File: src/rtl/mctrl_pkg.sv
// Shared definitions for the multi-cycle ARM control FSM.
//   state_t : 4-bit binary state encoding (FETCH=0 .. TRAP=10)
//   SRCB_*  : ALUSrcB select codes
//   RES_*   : ResultSrc select codes
//   OP_*    : instruction Op field codes
//   ctrl_t  : control word produced by mctrl_outdec
package mctrl_pkg;

  typedef enum logic [3:0] {
    S_FETCH  = 4'd0,
    S_DECODE = 4'd1,
    S_MEMADR = 4'd2,
    S_MEMRD  = 4'd3,
    S_MEMWB  = 4'd4,
    S_MEMWR  = 4'd5,
    S_EXECR  = 4'd6,
    S_EXECI  = 4'd7,
    S_ALUWB  = 4'd8,
    S_BRANCH = 4'd9,
    S_TRAP   = 4'd10
  } state_t;

  localparam logic [1:0] SRCB_REG   = 2'b00;
  localparam logic [1:0] SRCB_IMM   = 2'b01;
  localparam logic [1:0] SRCB_FOUR  = 2'b10;

  localparam logic [1:0] RES_ALUOUT = 2'b00;
  localparam logic [1:0] RES_DATA   = 2'b01;
  localparam logic [1:0] RES_ALU    = 2'b10;

  localparam logic [1:0] OP_DP      = 2'b00;
  localparam logic [1:0] OP_MEM     = 2'b01;
  localparam logic [1:0] OP_BR      = 2'b10;

  typedef struct packed {
    logic       ir_write;
    logic       adr_src;
    logic       alu_src_a;
    logic [1:0] alu_src_b;
    logic [1:0] result_src;
    logic       alu_op;
    logic       next_pc;
    logic       reg_w;
    logic       mem_w;
    logic       branch;
  } ctrl_t;

endpackage

File: src/rtl/mctrl_outdec.sv
// Combinational state -> control-word decoder.
//   state_i     : current FSM state
//   mem_ready_i : memory handshake (only FETCH strobes depend on it)
//   ctrl_c      : datapath selects and unconditioned strobes
module mctrl_outdec
  import mctrl_pkg::*;
(
  input  state_t state_i,
  input  logic   mem_ready_i,
  output ctrl_t  ctrl_c
);

  always_comb begin
    ctrl_c = '0;
    case (state_i)
      S_FETCH: begin
        ctrl_c.alu_src_a  = 1'b1;
        ctrl_c.alu_src_b  = SRCB_FOUR;
        ctrl_c.result_src = RES_ALU;
        ctrl_c.ir_write   = mem_ready_i;
        ctrl_c.next_pc    = mem_ready_i;
      end
      S_DECODE: begin
        ctrl_c.alu_src_a  = 1'b1;
        ctrl_c.alu_src_b  = SRCB_FOUR;
        ctrl_c.result_src = RES_ALU;
      end
      S_MEMADR: begin
        ctrl_c.alu_src_b  = SRCB_IMM;
      end
      S_MEMRD: begin
        ctrl_c.adr_src    = 1'b1;
        ctrl_c.result_src = RES_ALUOUT;
      end
      S_MEMWB: begin
        ctrl_c.result_src = RES_DATA;
        ctrl_c.reg_w      = 1'b1;
      end
      S_MEMWR: begin
        ctrl_c.adr_src    = 1'b1;
        ctrl_c.result_src = RES_ALUOUT;
        ctrl_c.mem_w      = 1'b1;
      end
      S_EXECR: begin
        ctrl_c.alu_src_b  = SRCB_REG;
        ctrl_c.alu_op     = 1'b1;
      end
      S_EXECI: begin
        ctrl_c.alu_src_b  = SRCB_IMM;
        ctrl_c.alu_op     = 1'b1;
      end
      S_ALUWB: begin
        ctrl_c.result_src = RES_ALUOUT;
        ctrl_c.reg_w      = 1'b1;
      end
      S_BRANCH: begin
        ctrl_c.alu_src_b  = SRCB_IMM;
        ctrl_c.result_src = RES_ALU;
        ctrl_c.branch     = 1'b1;
      end
      // TRAP and illegal encodings drive an all-zero control word
      default: ctrl_c = '0;
    endcase
  end

endmodule

File: src/rtl/multicycle_ctrl_fsm.sv
// Main sequencing FSM of the multi-cycle ARM core.
// Optional feature macro: MCTRL_UNDEF_TRAP_EN (Op=11 traps instead of NOP).
// Ports:
//   clk, reset (async, active-low)
//   Op[1:0], Funct[5:0] : instruction fields, sampled in DECODE/MEMADR
//   mem_ready           : memory access completes this cycle
//   IRWrite, AdrSrc, ALUSrcA, ALUSrcB, ResultSrc, ALUOp : datapath control
//   NextPC, RegW, MemW, Branch : unconditioned strobes
//   instret             : retired-instruction counter (wraps)
//   undef               : sticky undefined-opcode flag
module multicycle_ctrl_fsm
  import mctrl_pkg::*;
#(
  parameter int unsigned CNT_W = 32
) (
  input  logic             clk,
  input  logic             reset,
  input  logic [1:0]       Op,
  input  logic [5:0]       Funct,
  input  logic             mem_ready,
  output logic             IRWrite,
  output logic             AdrSrc,
  output logic             ALUSrcA,
  output logic [1:0]       ALUSrcB,
  output logic [1:0]       ResultSrc,
  output logic             ALUOp,
  output logic             NextPC,
  output logic             RegW,
  output logic             MemW,
  output logic             Branch,
  output logic [CNT_W-1:0] instret,
  output logic             undef
);

  state_t           state_q, state_d;
  logic [CNT_W-1:0] instret_q, instret_d;
  logic             retire;
  logic             undef_q, undef_d;
  ctrl_t            ctrl;

  // Only I (Funct[5]) and L/S (Funct[0]) steer sequencing
  logic unused_funct;
  assign unused_funct = ^Funct[4:1];

  // Next-state and retirement logic
  always_comb begin
    state_d = state_q;
    retire  = 1'b0;
    undef_d = undef_q;
    case (state_q)
      S_FETCH:  if (mem_ready) state_d = S_DECODE;
      S_DECODE: begin
        case (Op)
          OP_MEM: state_d = S_MEMADR;
          OP_DP:  state_d = Funct[5] ? S_EXECI : S_EXECR;
          OP_BR:  state_d = S_BRANCH;
          default: begin
`ifdef MCTRL_UNDEF_TRAP_EN
            state_d = S_TRAP;
            undef_d = 1'b1;
`else
            // Undefined opcode retires as a NOP
            state_d = S_FETCH;
            retire  = 1'b1;
`endif
          end
        endcase
      end
      S_MEMADR: state_d = Funct[0] ? S_MEMRD : S_MEMWR;
      S_MEMRD:  if (mem_ready) state_d = S_MEMWB;
      S_MEMWB: begin
        state_d = S_FETCH;
        retire  = 1'b1;
      end
      S_MEMWR: begin
        if (mem_ready) begin
          state_d = S_FETCH;
          retire  = 1'b1;
        end
      end
      S_EXECR:  state_d = S_ALUWB;
      S_EXECI:  state_d = S_ALUWB;
      S_ALUWB: begin
        state_d = S_FETCH;
        retire  = 1'b1;
      end
      S_BRANCH: begin
        state_d = S_FETCH;
        retire  = 1'b1;
      end
`ifdef MCTRL_UNDEF_TRAP_EN
      S_TRAP:   state_d = S_TRAP;
`endif
      // Illegal encodings recover to FETCH without retiring
      default:  state_d = S_FETCH;
    endcase
    instret_d = retire ? instret_q + CNT_W'(1) : instret_q;
  end

  // State and counter registers
  always_ff @(posedge clk or negedge reset) begin
    if (!reset) begin
      state_q   <= S_FETCH;
      instret_q <= '0;
      undef_q   <= 1'b0;
    end else begin
      state_q   <= state_d;
      instret_q <= instret_d;
      undef_q   <= undef_d;
    end
  end

  mctrl_outdec u_outdec (
    .state_i     (state_q),
    .mem_ready_i (mem_ready),
    .ctrl_c      (ctrl)
  );

  assign IRWrite   = ctrl.ir_write;
  assign AdrSrc    = ctrl.adr_src;
  assign ALUSrcA   = ctrl.alu_src_a;
  assign ALUSrcB   = ctrl.alu_src_b;
  assign ResultSrc = ctrl.result_src;
  assign ALUOp     = ctrl.alu_op;
  assign NextPC    = ctrl.next_pc;
  assign RegW      = ctrl.reg_w;
  assign MemW      = ctrl.mem_w;
  assign Branch    = ctrl.branch;
  assign instret   = instret_q;

`ifdef MCTRL_UNDEF_TRAP_EN
  assign undef = undef_q;
`else
  // Flag is meaningless without the trap; keep the flop's value unobserved
  logic unused_undef;
  assign unused_undef = undef_q;
  assign undef = 1'b0;
`endif

endmodule

File: config.mk
export PLATFORM = sky130hd
export DESIGN_NAME = multicycle_ctrl_fsm
export DESIGN_NICKNAME = d
export VERILOG_FILES = /design/src/rtl/mctrl_pkg.sv /design/src/rtl/mctrl_outdec.sv /design/src/rtl/multicycle_ctrl_fsm.sv
export SDC_FILE = /design/constraint.sdc
export NUM_CORES = 1
export LEC_CHECK = 0
export ABC_AREA = 1
export BUFFER_PORTS_ARGS = -buffer_cell sky130_fd_sc_hd__buf_4
export CAP_MARGIN = 20
export CORE_MARGIN = 1
export CORE_UTILIZATION = 54
export DETAILED_ROUTE_END_ITERATION = 8
export PLACE_DENSITY_LB_ADDON = 0.2
export REMOVE_ABC_BUFFERS = 1
export SETUP_SLACK_MARGIN = 0.15
export SLEW_MARGIN = 5
export SYNTH_ARGS = -nofsm -noshare
export SYNTH_HDL_FRONTEND = slang
export SYNTH_SLANG_ARGS = --single-unit
File: constraint.sdc
create_clock -name clk -period 1.61 [get_ports clk]
set_input_delay 0.161 -clock clk [delete_from_list [all_inputs] [get_ports clk]]
set_output_delay 0.161 -clock clk [all_outputs]
set_load 0.02 [all_outputs]
Word level (Yosys, flattened, before mapping)
Cells that the tools add are included.
{"block": "op_classes", "eq_ne": 14, "add_sub_neg": 1, "n_mux": 19, "reduce_logical": 11}
{"op": "32-bit by 1-bit adder with 32-bit output (second input constant)", "count": 1}
{"op": "4-bit one-hot mux with 6 select lines", "count": 1}
{"op": "4-bit by 3-bit == test with 1-bit output (second input constant)", "count": 4}
{"op": "4-bit two-way mux", "count": 3}
{"op": "4-bit one-hot mux with 3 select lines", "count": 1}
{"op": "3-bit OR reduction", "count": 4}
{"op": "1-bit two-way mux", "count": 10}
{"op": "4-bit by 2-bit == test with 1-bit output (second input constant)", "count": 2}
{"op": "4-bit == test (second input constant)", "count": 2}
{"op": "2-bit one-hot mux with 2 select lines", "count": 2}
{"op": "2-bit OR reduction", "count": 4}
{"op": "2-bit != test (second input constant)", "count": 3}
{"op": "4-bit by 1-bit == test with 1-bit output (second input constant)", "count": 1}
{"op": "4-bit zero test", "count": 1}
{"op": "3-bit two-way mux", "count": 1}
{"op": "1-bit one-hot mux with 3 select lines", "count": 1}
{"op": "3-bit AND reduction", "count": 1}
{"op": "2-bit by 1-bit == test with 1-bit output (second input constant)", "count": 1}
{"op": "2-bit == test (second input constant)", "count": 1}
{"op": "2-bit zero test", "count": 1}
{"block": "word_totals", "in_bits": 11, "regBits": 36, "wordCells": 47, "output_inout_bits": 45}

Longest topological paths before layout
{"block": "logic_depth", "word_depth": 4, "depth_mapped": 10, "mapped_depth_nobuf": 9}

Modules after synthesis
From an unflattened synthesis, not the netlist that was laid out.
{"block": "unflattened", "hier_cells": 320, "hier_area_um2": 2264.7}
{"mod": "multicycle_ctrl_fsm", "seq_area_each_um2": 900.9, "area_each_um2": 2108.3, "cells_per_inst": 287, "instances": 1}
{"mod": "mctrl_outdec", "seq_area_each_um2": 0.0, "area_each_um2": 156.4, "cells_per_inst": 33, "instances": 1}

Least setup slack after synthesis
Ideal clock, no wire load.
{"block": "synth_path", "path_type": "reg-to-reg", "from": "reg instret_q[0], in the netlist instret[0]", "to": "reg instret_q[20], in the netlist instret[20]", "path_slack_ns": -0.013, "setup_ns": 0.117, "t_arrival_ns": 1.506, "stages_incl_launch_ff": 8, "required_ns": 1.493, "period_less_slack_ns": 1.623, "n_path_buf": 0, "cell_sequence": "dfrtp_1 -> ha_1 -> nand3_1 -> nand3b_1 -> nor2_1 -> nand3_1 -> nand2_1 -> nand2_1"}
{"block": "synth_between", "elab_chain_len": 1}
{"element": "from (decl)", "line_no": "multicycle_ctrl_fsm.sv:36", "text": "logic [CNT_W-1:0] instret_q, instret_d;"}
{"element": "from (signal assigned)", "line_no": "multicycle_ctrl_fsm.sv:108", "text": "instret_q <= instret_d;"}
{"element": "32-bit by 1-bit adder with 32-bit output", "line_no": "multicycle_ctrl_fsm.sv:97", "text": "instret_d = retire ? instret_q + CNT_W'(1) : instret_q;"}
Every way passes these cells.
A chain may end at the register's enable or synchronous reset.

Worst setup path in the final report
{"block": "layout_path", "from": "reg state_q[2]", "to": "out ALUSrcB[0]"}
{"block": "layout_between", "elab_chain_len": 3, "word_cells_on_any_way": 8, "cone_classes": "4 x eq/ne; 1 x mux; 3 x reduce/logical"}
{"element": "from (decl)", "line_no": "multicycle_ctrl_fsm.sv:35", "text": "state_t state_q, state_d;"}
{"element": "from (signal assigned)", "line_no": "multicycle_ctrl_fsm.sv:107", "text": "state_q <= state_d;"}
{"element": "4-bit by 2-bit == test with 1-bit output (tied with other cells)", "line_no": "mctrl_outdec.sv:15", "text": "case (state_i)"}
{"element": "3-bit OR reduction (no source line) / 2-bit OR reduction (equally long branches)"}
{"element": "2-bit one-hot mux with 2 select lines (*)", "line_no": "mctrl_outdec.sv:15"}
{"element": "to (decl)", "line_no": "multicycle_ctrl_fsm.sv:24", "text": "output logic [1:0] ALUSrcB,"}
Mark *: on every way between the ends. The rest lies on a longest branch, timed or not.

==> impl_results.md <==
- Outcome: complete, no violations
- Register area share after synthesis: 0.3651
- # IOs: 56
- Power per cell area: 1405 nW/um^2
- Synthesized flop and latch total: 36
- Overall die width: between 60 and 70 um
- CTS H-Tree Depth: 2
- GP Congestion: 0.9464
- CP cell instances: inv_2, nor2_4, inv_2, o311ai_1, buf_4
- Vias after detailed routing: 2772
- Commonest non-fill, non-tap cell in the layout: nand2_1
- Endpoints failing setup: 0
- Final slew viol count: 0
- Seq. cell area: 912.1 um^2
- Max VDD drop: roughly 1.7 mV
- Post-synthesis async set-or-reset flop share: 1.000
- Number of global-route vias before repair: 2511
- NetSw: 2.075 mW
- Synth top area cells: dfrtp_1 37%, nand2_1 26%, nor2_1 9.3%, inv_1 6.2%, nand3_1 4.5%
- Global route total overflow: 0
- Final WS setup: 0.02436 ns
- Die area: 4843 um^2
- Static leakage: 1.610 nW
- Power share of the clock group: 0.167
- Met2 Resource Use GR: 0.4930
- Antenna fix cells: 0
- Met1 Resource Use GR: 0.3850
- Most frequent cells in the layout: 161 x nand2_1, 63 x buf_4, 45 x nor2_1
- DRC: 0
- Drt wl/cell: 13.41 um
- RSZ-0062 raised after global routing: yes
- First-pass GRT wire length: 11390 um
- Main synth FF type: dfrtp_1
- Cell repeated most along the worst path: inv_2
- Clock sink count: 36
- Synth warnings: 0
- CP arrival: 1.42 ns
- Final worst path period need: 1.586 ns
- Fraction of layout instances using a drive strength above 1: 0.3149
- Worst setup SP type: flip-flop
- Post-synth EDFFs: 0
- Crit. End Element: primary output
- Largest net degree at the start of global routing: 37
- Area growth, synth to finish: 39.05%
- Sw Share: 0.4305
- DP Worst Slack: -0.02392 ns
- Layout Skew: 0.01304 ns
- Largest stage delay on the critical path: 0.43 ns
- Period utilization: 0.9849
- Internal: 2.745 mW
- Grt peak-use layer: met2
- CTS tree: built
- R2R Setup Slk: 0.04 ns
- Post-Syn Area per Cell: 6.262 um^2
- Antenna-violating nets left: 0
- Design Area, Final: between 3000 and 4000 um^2
- WS Path Type: reg -> out
- MaxCap Viol Count: 0
- Worst hold path type: in -> reg
- Final hold vios: 0
- Cell taking the most area after synthesis: dfrtp_1
- CTS Buf Count: 5
- Die Span Y: 69.60 um
- Routed wire length: between 7000 and 8000 um
- Post-Syn Area: ~2500 um^2
- Crit path max fanout: 4
- Fillers: 343
- Area occupied by multi-input gates: 1514 um^2
- Worst path required time: 1.45 ns
- Maximum clock path buffer count: 2
- Antenna violations before repair: 0
- Count of cell types in the netlist: 24
- F_max: between 600 and 700 MHz
- Core ar.: between 4000 and 5000 um^2
- Logic pwr share: 0.589
- Via density: 5.310
- Placed inst area: 2923 um^2
- GR Util met3: 0.06395
- Clock-pin slew on the worst setup and hold paths: 0.06 ns
- Worst-Skew Late Latency: 0.30 ns
- DRT Pass-1 Iters: 5
- Total track usage: 0.2977
- CP delay by family, top: flip-flops
- Post-DP HPWL: 4580 um
- DR iter-0 viols: ~250
- Initial Util: 0.5628
- Post-synth top area share: 0.3651
- Row count: 24
- Cells after Synth: a little under 400
- Root Buffer: clkbuf_8
- WP buf/inv: 3
- Nets@finish: 481
- CP max stage cell: dfrtp_1
- Reg power frac: 0.244
- PortBufs: 50
[power groups by stage]
stage	Clock, mW	Sequential (mW)	Combinational, mW
after floorplan	0	1.21	1.02
after global placement	0	1.14	1.88
after detailed placement	0	1.15	1.91
after CTS	0.800	1.15	2.62
after global routing	0.842	1.19	3.01
final	0.805	1.18	2.84
[state kept, by name, indices dropped and copies added, names as in the netlist]
name	flops
instret	32
state_q	4
[layer usage]
metal,vias to the layer above,wire (um)
met5,-,0
met1,1275,2992
met2,109,3409
met3,21,431
li1,1367,-
met4,0,168
[cell usage after synthesis (3+ instances only)]
cell type and count:
nand3b_1 6, nand3_1 22, nand2_1 173, nand4_1 5, xor2_1 7, nor3_1 3, inv_1 41, buf_4 4
nor2_1 61, buf_6 4, nor2_2 4, o21ai_0 15, dfrtp_1 36
[worst paths after layout]
kind	startpoint	to	cells after the start
max in group asynchronous	reset	instret[10]	2
worst max register to register	state_q[1]	instret[10]	10
worst max-delay path	state_q[2]	ALUSrcB[0]	5
min in group asynchronous	reset	instret[3]	2
worst min-delay path	mem_ready	state_q[2]	2
worst min register to register	instret[31]	instret[31]	2
[per-stage QoR]
stage          hold WS, ns  cells  TNS [ns]    util  power, mW
3_5_place_dp        0.1515    498   -0.1282  0.6667      3.058
3_3_place_gp        0.1439    498         0  0.6667      3.018
2_1_floorplan      -0.1346    385    -7.501       -      2.228
4_1_cts             0.1024    522         0  0.7554      4.568
6_report           0.09908    522         0  0.7825      4.820
5_1_grt             0.1152    522   -0.3092  0.7825      5.041
[logic make-up (layout without fill, tap and decap cells)]
kind of cell | after synthesis | after routing | synth area share
AOI/OAI and AO/OA | 20 | 20 | 0.04615
xor gates and xnor gates | 7 | 7 | 0.02485
adders and majority gates | 1 | 1 | 0.005070
buffers and inverters | 52 | 128 | 0.09787
DFF | 36 | 36 | 0.3651
other | 1 | 1 | 0.001520
and+or+nand+nor | 277 | 277 | 0.4594
[layout make-up]
| type | count | share of cell area |
|---|---|---|
| Multi-Input combinational cell | 306 | 0.4413 |
| Sequential cell | 36 | 0.2659 |
| Timing Repair Buffer | 77 | 0.1944 |
| Inverter | 43 | 0.04814 |
| Clock buffer | 6 | 0.02115 |
| Tap cell | 52 | 0.01896 |
| Clock inverter | 2 | 0.01021 |
[what timing repair did]
item,4_1_cts,5_1_grt
endpoints found under the setup margin,34,44
gates resized for setup,38,45
buffers inserted,14,0
gates cloned,1,0
hold buffers,1,0
pin swaps,6,8
endpoints found under the hold margin,36,0
[worst reg2reg max path: stages (launching register included)]
cell and delay, ns:
dfrtp_2 0.45, buf_6 0.14, nor2_4 0.14, nand3_2 0.09, nand2_1 0.09, inv_2 0.05
nand2_4 0.11, clkinvlp_4 0.12, buf_6 0.15, nand2_2 0.06, nand2_1 0.06
No activity file was read; power rests on OpenSTA's default activity.
